===== config.mk =====
export PLATFORM = sky130hd
export DESIGN_NAME = ram_rw_arbiter
export DESIGN_NICKNAME = d
export VERILOG_FILES = /design/src/rtl/ram_rw_arbiter.sv
export SDC_FILE = /design/constraint.sdc
export NUM_CORES = 1
export LEC_CHECK = 0
export CAP_MARGIN = 10
export CORE_AREA = 5 5 214 216
export DETAILED_ROUTE_END_ITERATION = 8
export DIE_AREA = 0 0 219 221
export HOLD_SLACK_MARGIN = 0.06
export PLACE_DENSITY = 0.5
export REMOVE_ABC_BUFFERS = 1
export SLEW_MARGIN = 20
export SYNTH_ARGS = -nofsm -noshare
export SYNTH_HDL_FRONTEND = slang
export SYNTH_SLANG_ARGS = --single-unit

===== constraint.sdc =====
create_clock -name clk -period 3.5 [get_ports clk]
set_clock_uncertainty 0.2 [all_clocks]
set_input_delay 0.7 -clock clk [delete_from_list [all_inputs] [get_ports clk]]
set_output_delay 0.7 -clock clk [all_outputs]
set_load 0.01 [all_outputs]

===== src/rtl/ram_rw_arbiter.sv =====
// Shares the single ram_rw port between instruction fetch (IF) and load/store (LS).
// LS has priority, but a run of LS grants is capped so IF is not starved; a watchdog ends hung accesses.
module ram_rw_arbiter #(
   parameter int LS_MAX_CONSEC = 4,
   parameter int TIMEOUT_CYC   = 15
) (
   input  logic        clk,
   input  logic        rst_n,
   input  logic        if_req_i,
   input  logic [63:0] if_addr_i,
   input  logic [2:0]  if_size_i,
   input  logic        if_flush_i,
   output logic        if_gnt_o,
   output logic        if_resp_valid_o,
   output logic [63:0] if_resp_data_o,
   output logic        if_resp_err_o,
   input  logic        ls_req_i,
   input  logic        ls_wen_i,
   input  logic [63:0] ls_addr_i,
   input  logic [63:0] ls_wdata_i,
   input  logic [7:0]  ls_wmask_i,
   input  logic [2:0]  ls_size_i,
   output logic        ls_gnt_o,
   output logic        ls_resp_valid_o,
   output logic [63:0] ls_resp_data_o,
   output logic        ls_resp_err_o,
   output logic        ram_rw_cen_o,
   output logic        ram_rw_wen_o,
   output logic [63:0] ram_rw_addr_o,
   output logic [63:0] ram_rw_wdata_o,
   output logic [7:0]  ram_rw_wmask_o,
   output logic [2:0]  ram_rw_size_o,
   input  logic        ram_rw_ready_i,
   input  logic [63:0] ram_rw_data_i,
   output logic        busy_o
);

   typedef enum logic [1:0] {ST_IDLE, ST_REQ, ST_WAIT} state_t;

   state_t     state;
   state_t     state_next;
   logic       owner_ls;
   logic [3:0] consec_cnt;
   logic [3:0] tmo_cnt;
   logic       flushed;
   logic       pick_if;
   logic       timeout;
   logic       done;
   logic       arb_ok;

   always_ff @(posedge clk or negedge rst_n) begin
      if (!rst_n) state <= ST_IDLE;
      else        state <= state_next;
   end

   // Arbitration happens in IDLE or on the cycle a WAIT access completes, so back-to-back
   // accesses need only two cycles each. Grants are masked during reset.
   always_comb begin
      state_next      = state;
      pick_if         = if_req_i && (!ls_req_i || consec_cnt == 4'(LS_MAX_CONSEC));
      timeout         = (state == ST_WAIT) && !ram_rw_ready_i && (tmo_cnt == 4'(TIMEOUT_CYC - 1));
      done            = (state == ST_WAIT) && (ram_rw_ready_i || timeout);
      arb_ok          = rst_n && ((state == ST_IDLE) || done);
      if_gnt_o        = arb_ok && pick_if;
      ls_gnt_o        = arb_ok && ls_req_i && !pick_if;
      ram_rw_cen_o    = (state == ST_REQ);
      busy_o          = (state != ST_IDLE);
      if_resp_valid_o = 1'b0;
      if_resp_data_o  = '0;
      if_resp_err_o   = 1'b0;
      ls_resp_valid_o = 1'b0;
      ls_resp_data_o  = '0;
      ls_resp_err_o   = 1'b0;
      case (state)
         ST_IDLE: if (if_req_i || ls_req_i) state_next = ST_REQ;
         ST_REQ:  state_next = ST_WAIT;
         ST_WAIT: if (done) state_next = (if_req_i || ls_req_i) ? ST_REQ : ST_IDLE;
         default: state_next = ST_IDLE;
      endcase
      if (done) begin
         if (owner_ls) begin
            ls_resp_valid_o = 1'b1;
            ls_resp_err_o   = timeout;
            ls_resp_data_o  = (ram_rw_ready_i && !ram_rw_wen_o) ? ram_rw_data_i : '0;
         end else if (!flushed && !if_flush_i) begin
            if_resp_valid_o = 1'b1;
            if_resp_err_o   = timeout;
            if_resp_data_o  = ram_rw_ready_i ? ram_rw_data_i : '0;
         end
      end
   end

   // The RAM-side fields are captured at grant time and held until the next grant.
   always_ff @(posedge clk or negedge rst_n) begin
      if (!rst_n) begin
         owner_ls       <= 1'b0;
         consec_cnt     <= '0;
         tmo_cnt        <= '0;
         flushed        <= 1'b0;
         ram_rw_wen_o   <= 1'b0;
         ram_rw_addr_o  <= '0;
         ram_rw_wdata_o <= '0;
         ram_rw_wmask_o <= '0;
         ram_rw_size_o  <= '0;
      end else begin
         if (if_gnt_o) begin
            owner_ls       <= 1'b0;
            ram_rw_wen_o   <= 1'b0;
            ram_rw_wmask_o <= '0;
            ram_rw_addr_o  <= if_addr_i;
            ram_rw_size_o  <= if_size_i;
         end else if (ls_gnt_o) begin
            owner_ls       <= 1'b1;
            ram_rw_wen_o   <= ls_wen_i;
            ram_rw_wmask_o <= ls_wmask_i;
            ram_rw_addr_o  <= ls_addr_i;
            ram_rw_wdata_o <= ls_wdata_i;
            ram_rw_size_o  <= ls_size_i;
         end
         if (!if_req_i || if_gnt_o)
            consec_cnt <= '0;
         else if (ls_gnt_o && consec_cnt != 4'(LS_MAX_CONSEC))
            consec_cnt <= consec_cnt + 4'd1;
         if (state == ST_REQ)
            tmo_cnt <= '0;
         else if (state == ST_WAIT)
            tmo_cnt <= tmo_cnt + 4'd1;
         if (done)
            flushed <= 1'b0;
         else if (if_flush_i && !owner_ls && (state != ST_IDLE))
            flushed <= 1'b1;
      end
   end

endmodule

[Word-level counts from Yosys, hierarchy flattened]
Cells that the tools add are included.
Word-level totals
  bits in registers: 152
  bits of input ports: 277
  word-level logic and storage cells: 91
Cells by class
  add/subtract/negate cells: 2
  equality and inequality tests: 7
  multiplexer cells: 37
  bitwise gates (word level): 1
  reduce and logical (&&, ||, !) cells: 34
Operators by type and width (count)
  $mux W64: 9
  $mux W1: 17
  $mux W4: 4
  $mux W8: 2
  $logic_and A1 B1 Y1: 13
  $reduce_bool A2 Y1: 5
  $add A4 B1 Y4 const B: 2
  $logic_not A1 Y1: 8
  $mux W3: 2
  $pmux W2 S3: 1
  $logic_or A1 B1 Y1: 5
  $eq A4 B3 Y1 const B: 1
  $eq A4 B4 Y1 const B: 1
  $mux W2: 2
  $ne A4 B3 Y1 const B: 1
  $reduce_and A2 Y1: 2
  $eq A2 B1 Y1 const B: 1
  $eq A2 B2 Y1 const B: 1
  $logic_not A2 Y1: 1
  $ne A2 B1 Y1 const B: 1
  $ne A2 B2 Y1 const B: 1
  $not A1 Y1: 1

[Depth between registers and ports, before layout]
  depth after elaboration: 12
  depth in mapped cells: 9
  depth with buffers taken out: 6

[Worst setup path before layout]
OpenSTA, ideal clock, no wires.
  path kind: input -> output
  start: in if_flush_i
  end: out if_resp_data_o[10]
  arrival time: 1.810 ns
  required time: 2.600 ns
  setup slack: 0.790 ns
  stages: 4
  cells stage by stage: or3_1 nor2_1 clkbuf_1 and2_1
Between the ends
  word-level cells in the longest chain between the ends: 5
Ends and longest elaborated chain
  from (decl): RTL line 12  | input logic if_flush_i,
  $logic_not A1 Y1: RTL line 85  | end else if (!flushed && !if_flush_i) begin
  $logic_and A1 B1 Y1: RTL line 85
  $mux W64: RTL line 85
  $mux W64: RTL line 81  | if (owner_ls) begin
  $mux W64: RTL line 80  | if (done) begin
  to (decl): RTL line 15  | output logic [63:0] if_resp_data_o,
No other way between the ends.

[Final worst setup path]
  start: in if_flush_i
  end: out if_resp_err_o
Between the ends
  word-level cells in the longest chain between the ends: 5
Ends and longest elaborated chain
  $logic_not A1 Y1: RTL line 85
  $logic_and A1 B1 Y1: RTL line 85
  $mux W1: RTL line 85
  $mux W1: RTL line 81
  $mux W1: RTL line 80
  to (decl): RTL line 16  | output logic if_resp_err_o,
No other way between the ends.

==> impl_metrics.env <==
export IMPL_grt_usage=0.1294
export IMPL_netlist_area_sq_um=7362
export IMPL_yosysTopAreaCell="dfrtp_1"
export IMPL_grt_pass1_vias=7557
export IMPL_numPortBuffers=552
export IMPL_tritoncts="yes"
export IMPL_ys_seq_area_frac=0.5167
export IMPL_path_clk_slew_ns=0.07
export IMPL_cp_end_kind="output port"
export IMPL_dr_pass1_iters=4
export IMPL_avgSynthCellArea_sq_um=10.73
export IMPL_post_route_min_period_ns=3.409
export IMPL_routedWlPerCell_microns=17.63
export IMPL_total_power_uw=9238
export IMPL_finalHoldViolations=0
export IMPL_die_area_sq_um=48400
export IMPL_slowest_stage="clkdlybuf4s50_1"
export IMPL_hold_buffers=0
export IMPL_r2r_slack_ns=0.81
export IMPL_drv_cap=0
export IMPL_startpoint_type="input pin"
export IMPL_reg2reg_depth=7
export IMPL_ys_warn_count=0
export IMPL_die_height_microns=221
export IMPL_p_leak_uw=0.006753
export IMPL_reg2reg_from="state[0]"
export IMPL_areaGrowthSynthToFinish_pct=96.38
export IMPL_cts_path_max_buffers=2
export IMPL_crit_chain="clkdlybuf4s50_1 > or3_4 > buf_4 > nor4_1 > clkdlybuf4s50_1"
export IMPL_drt_wl_total_mm=32.54
export IMPL_layout_setup_ws_ns=0.09131
export IMPL_drive_above_1_share=0.1157
export IMPL_grt_pass1_wl_mm=48.00
export IMPL_slew_headroom=0.3343
export IMPL_htreeDepth=4
export IMPL_drv_slew=0
export IMPL_gr_total_overflow=0
export IMPL_met3_usage=0.04716
export IMPL_ys_types=38
export IMPL_cp_common_cell="clkdlybuf4s50_1"
export IMPL_timing_hold_ws_ns=0.1181
export IMPL_timing_rr_end="ram_rw_addr_o[58]"
export IMPL_synth_seq_cells=152
export IMPL_ioPinCount=553
export IMPL_netlist_area_leader_share=0.5167
export IMPL_design_core_area_sq_um=43740
export IMPL_grt_use_met2=0.2198
export IMPL_numCtsBuffers=17
export IMPL_worstSkewPairLatency_ns=0.43
export IMPL_vias=7134
export IMPL_final_setup_viol_count=0
export IMPL_status="completed"
export IMPL_row_count=77
export IMPL_vdd_drop_max_v=0.0002960
export IMPL_crit_path_max_incr_delay_ns=0.61
export IMPL_antenna_found_initial=1
export IMPL_worstPathMaxFanout=2
export IMPL_vias_per_cell=3.865
export IMPL_grt_max_degree=153
export IMPL_hpwl_mm=24.97
export IMPL_setup_worst_path_class="input pin to output port"
export IMPL_layoutNonFillerInstCount=1846
export IMPL_clock_sinks=152
export IMPL_root_buffer="clkbuf_16"
export IMPL_met1_usage=0.1560
export IMPL_max_slew_worst_pin_slew_ns=0.9986
export IMPL_drt_antenna_violating_nets=0
export IMPL_power_density_nw_per_um2=639.0
export IMPL_grt_busiest_layer="met2"
export IMPL_nets=1525
export IMPL_dp_slack_ns=-0.08009
export IMPL_dp_cells=1805
export IMPL_chipWidth_microns=219
export IMPL_holdCritPathClass="input pin to async pin"
export IMPL_drtIter0Drc=276
export IMPL_netlist_top_cells_area="dfrtp_1 (52%), and2_1 (11%), mux2_4 (8.0%)"
export IMPL_place_gp_congestion=0.7905
export IMPL_synth_cells=686
export IMPL_cp_arrival_ns=2.51
export IMPL_fin_crit_sh=0.9739
export IMPL_initial_core_util=0.1683
export IMPL_worst_ep_required_time_ns=2.60
export IMPL_drc_errors=0
export IMPL_max_freq_mhz=293.4
-- metrics by stage --
stage / setup TNS [ns] / instance area (sq um) / utilization
floorplan: -71.22 / 7086 / -
CTS: 0 / 14310 / 0.3272
global placement: -2.925 / 13670 / 0.3126
detailed placement: -3.357 / 13670 / 0.3126
global route: -0.02472 / 14460 / 0.3305
finish: 0 / 14460 / 0.3305
-- critical path: cells and delay by family --
kind	cells	cell delay (ns)
buffers and inverters	3	1.18
AND/OR/NAND/NOR	2	0.63
-- cell usage in the layout (no fill, tap or decap), drive strengths merged, types with 22 or more instances in the layout --
cell and count:
nand2 77, o22ai 71, mux2 64, o21ai 71, dlymetal6s2s 42, dlygate4sd2 40, clkbuf 22, and2 130
clkdlybuf4s50 469, buf 35, dfrtp 152
-- state kept, by name, indices dropped and copies added (netlist names) --
signal	flops
ram_rw_size_o	3
consec_cnt	4
flushed	1
tmo_cnt	4
ram_rw_wmask_o	8
ram_rw_wdata_o	64
state	2
ram_rw_addr_o	64
ram_rw_wen_o	1
owner_ls	1
-- power by group --
group | internal, uW | switching [uW] | total [uW]
Combinational | 2580 | 1770 | 4340
Sequential | 2580 | 479 | 3060
Clock | 991 | 841 | 1830
Total | 6150 | 3090 | 9240
-- layout make-up --
| class | instances | area, sq um |
|---|---|---|
| Timing Repair Buffer | 587 | 6002 |
| Clock buffer | 21 | 470.5 |
| Tap cell | 592 | 740.7 |
| Fill cell | 4586 | 29280 |
| Antenna cell | 1 | 2.502 |
| Clock inverter | 11 | 101.3 |
| Sequential cell | 152 | 3804 |
| Inverter | 10 | 37.54 |
| Multi-Input combinational cell | 472 | 3299 |
-- synthesized netlist by cell type, drive strengths merged --
cell type / instances
nand4b: 1
o22ai: 71
a22oi: 1
a21oi: 5
nand3: 4
a21o: 1
dfrtp: 152
mux2i: 1
a22o: 9
nor3b: 1
nand2b: 4
nand4: 1
a21boi: 3
and3: 1
nor3: 4
o21ai: 71
o31ai: 2
inv: 10
a221oi: 1
a31oi: 2
nand2: 77
ha: 8
mux2: 64
nor2: 5
buf: 24
or3b: 1
nand3b: 1
and2: 130
a211o: 1
clkbuf: 28
or3: 1
nor4: 1
-- how the worst max path moves through the flow --
stage / slack (ns) / endpoint / from / cells past startpoint
after global routing: -0.008 / ls_resp_data_o[53] / state[0] / 8
after detailed placement: -0.08 / if_resp_data_o[53] / if_flush_i / 6
after global placement: -0.09 / if_resp_data_o[14] / if_flush_i / 6
final: 0.09 / if_resp_err_o / if_flush_i / 5
after CTS: 0.001 / if_resp_data_o[48] / if_flush_i / 7
after floorplan: -0.75 / if_gnt_o / state[0] / 4
-- logic make-up (layout without fill, tap and decap cells) --
group                    Yosys count  count (layout)  synth area share
AO/OA/AOI/OAI                    167             167            0.1368
adder cells (fa/ha/maj)            8               8           0.01360
buffers and inverters             62             629           0.04266
flip-flops                       152             152            0.5167
multiplexers                      65              65            0.1191
other                              0               1                 0
AND/OR/NAND/NOR                  232             232            0.1711
-- metal layers --
layer,part of all wire,up-vias
met5,0,-
met4,0.013,0
met3,0.079,26
met2,0.50,285
met1,0.41,3336
li1,-,3487
-- what timing repair did --
action,CTS,global route
resized for setup,47,43
hold endpoints to repair,0,0
endpoints found under the setup margin,127,74
gates cloned,2,1
buffers inserted,3,2
pin swaps,1,1
Note: power is estimated with default switching activity, not from simulation.
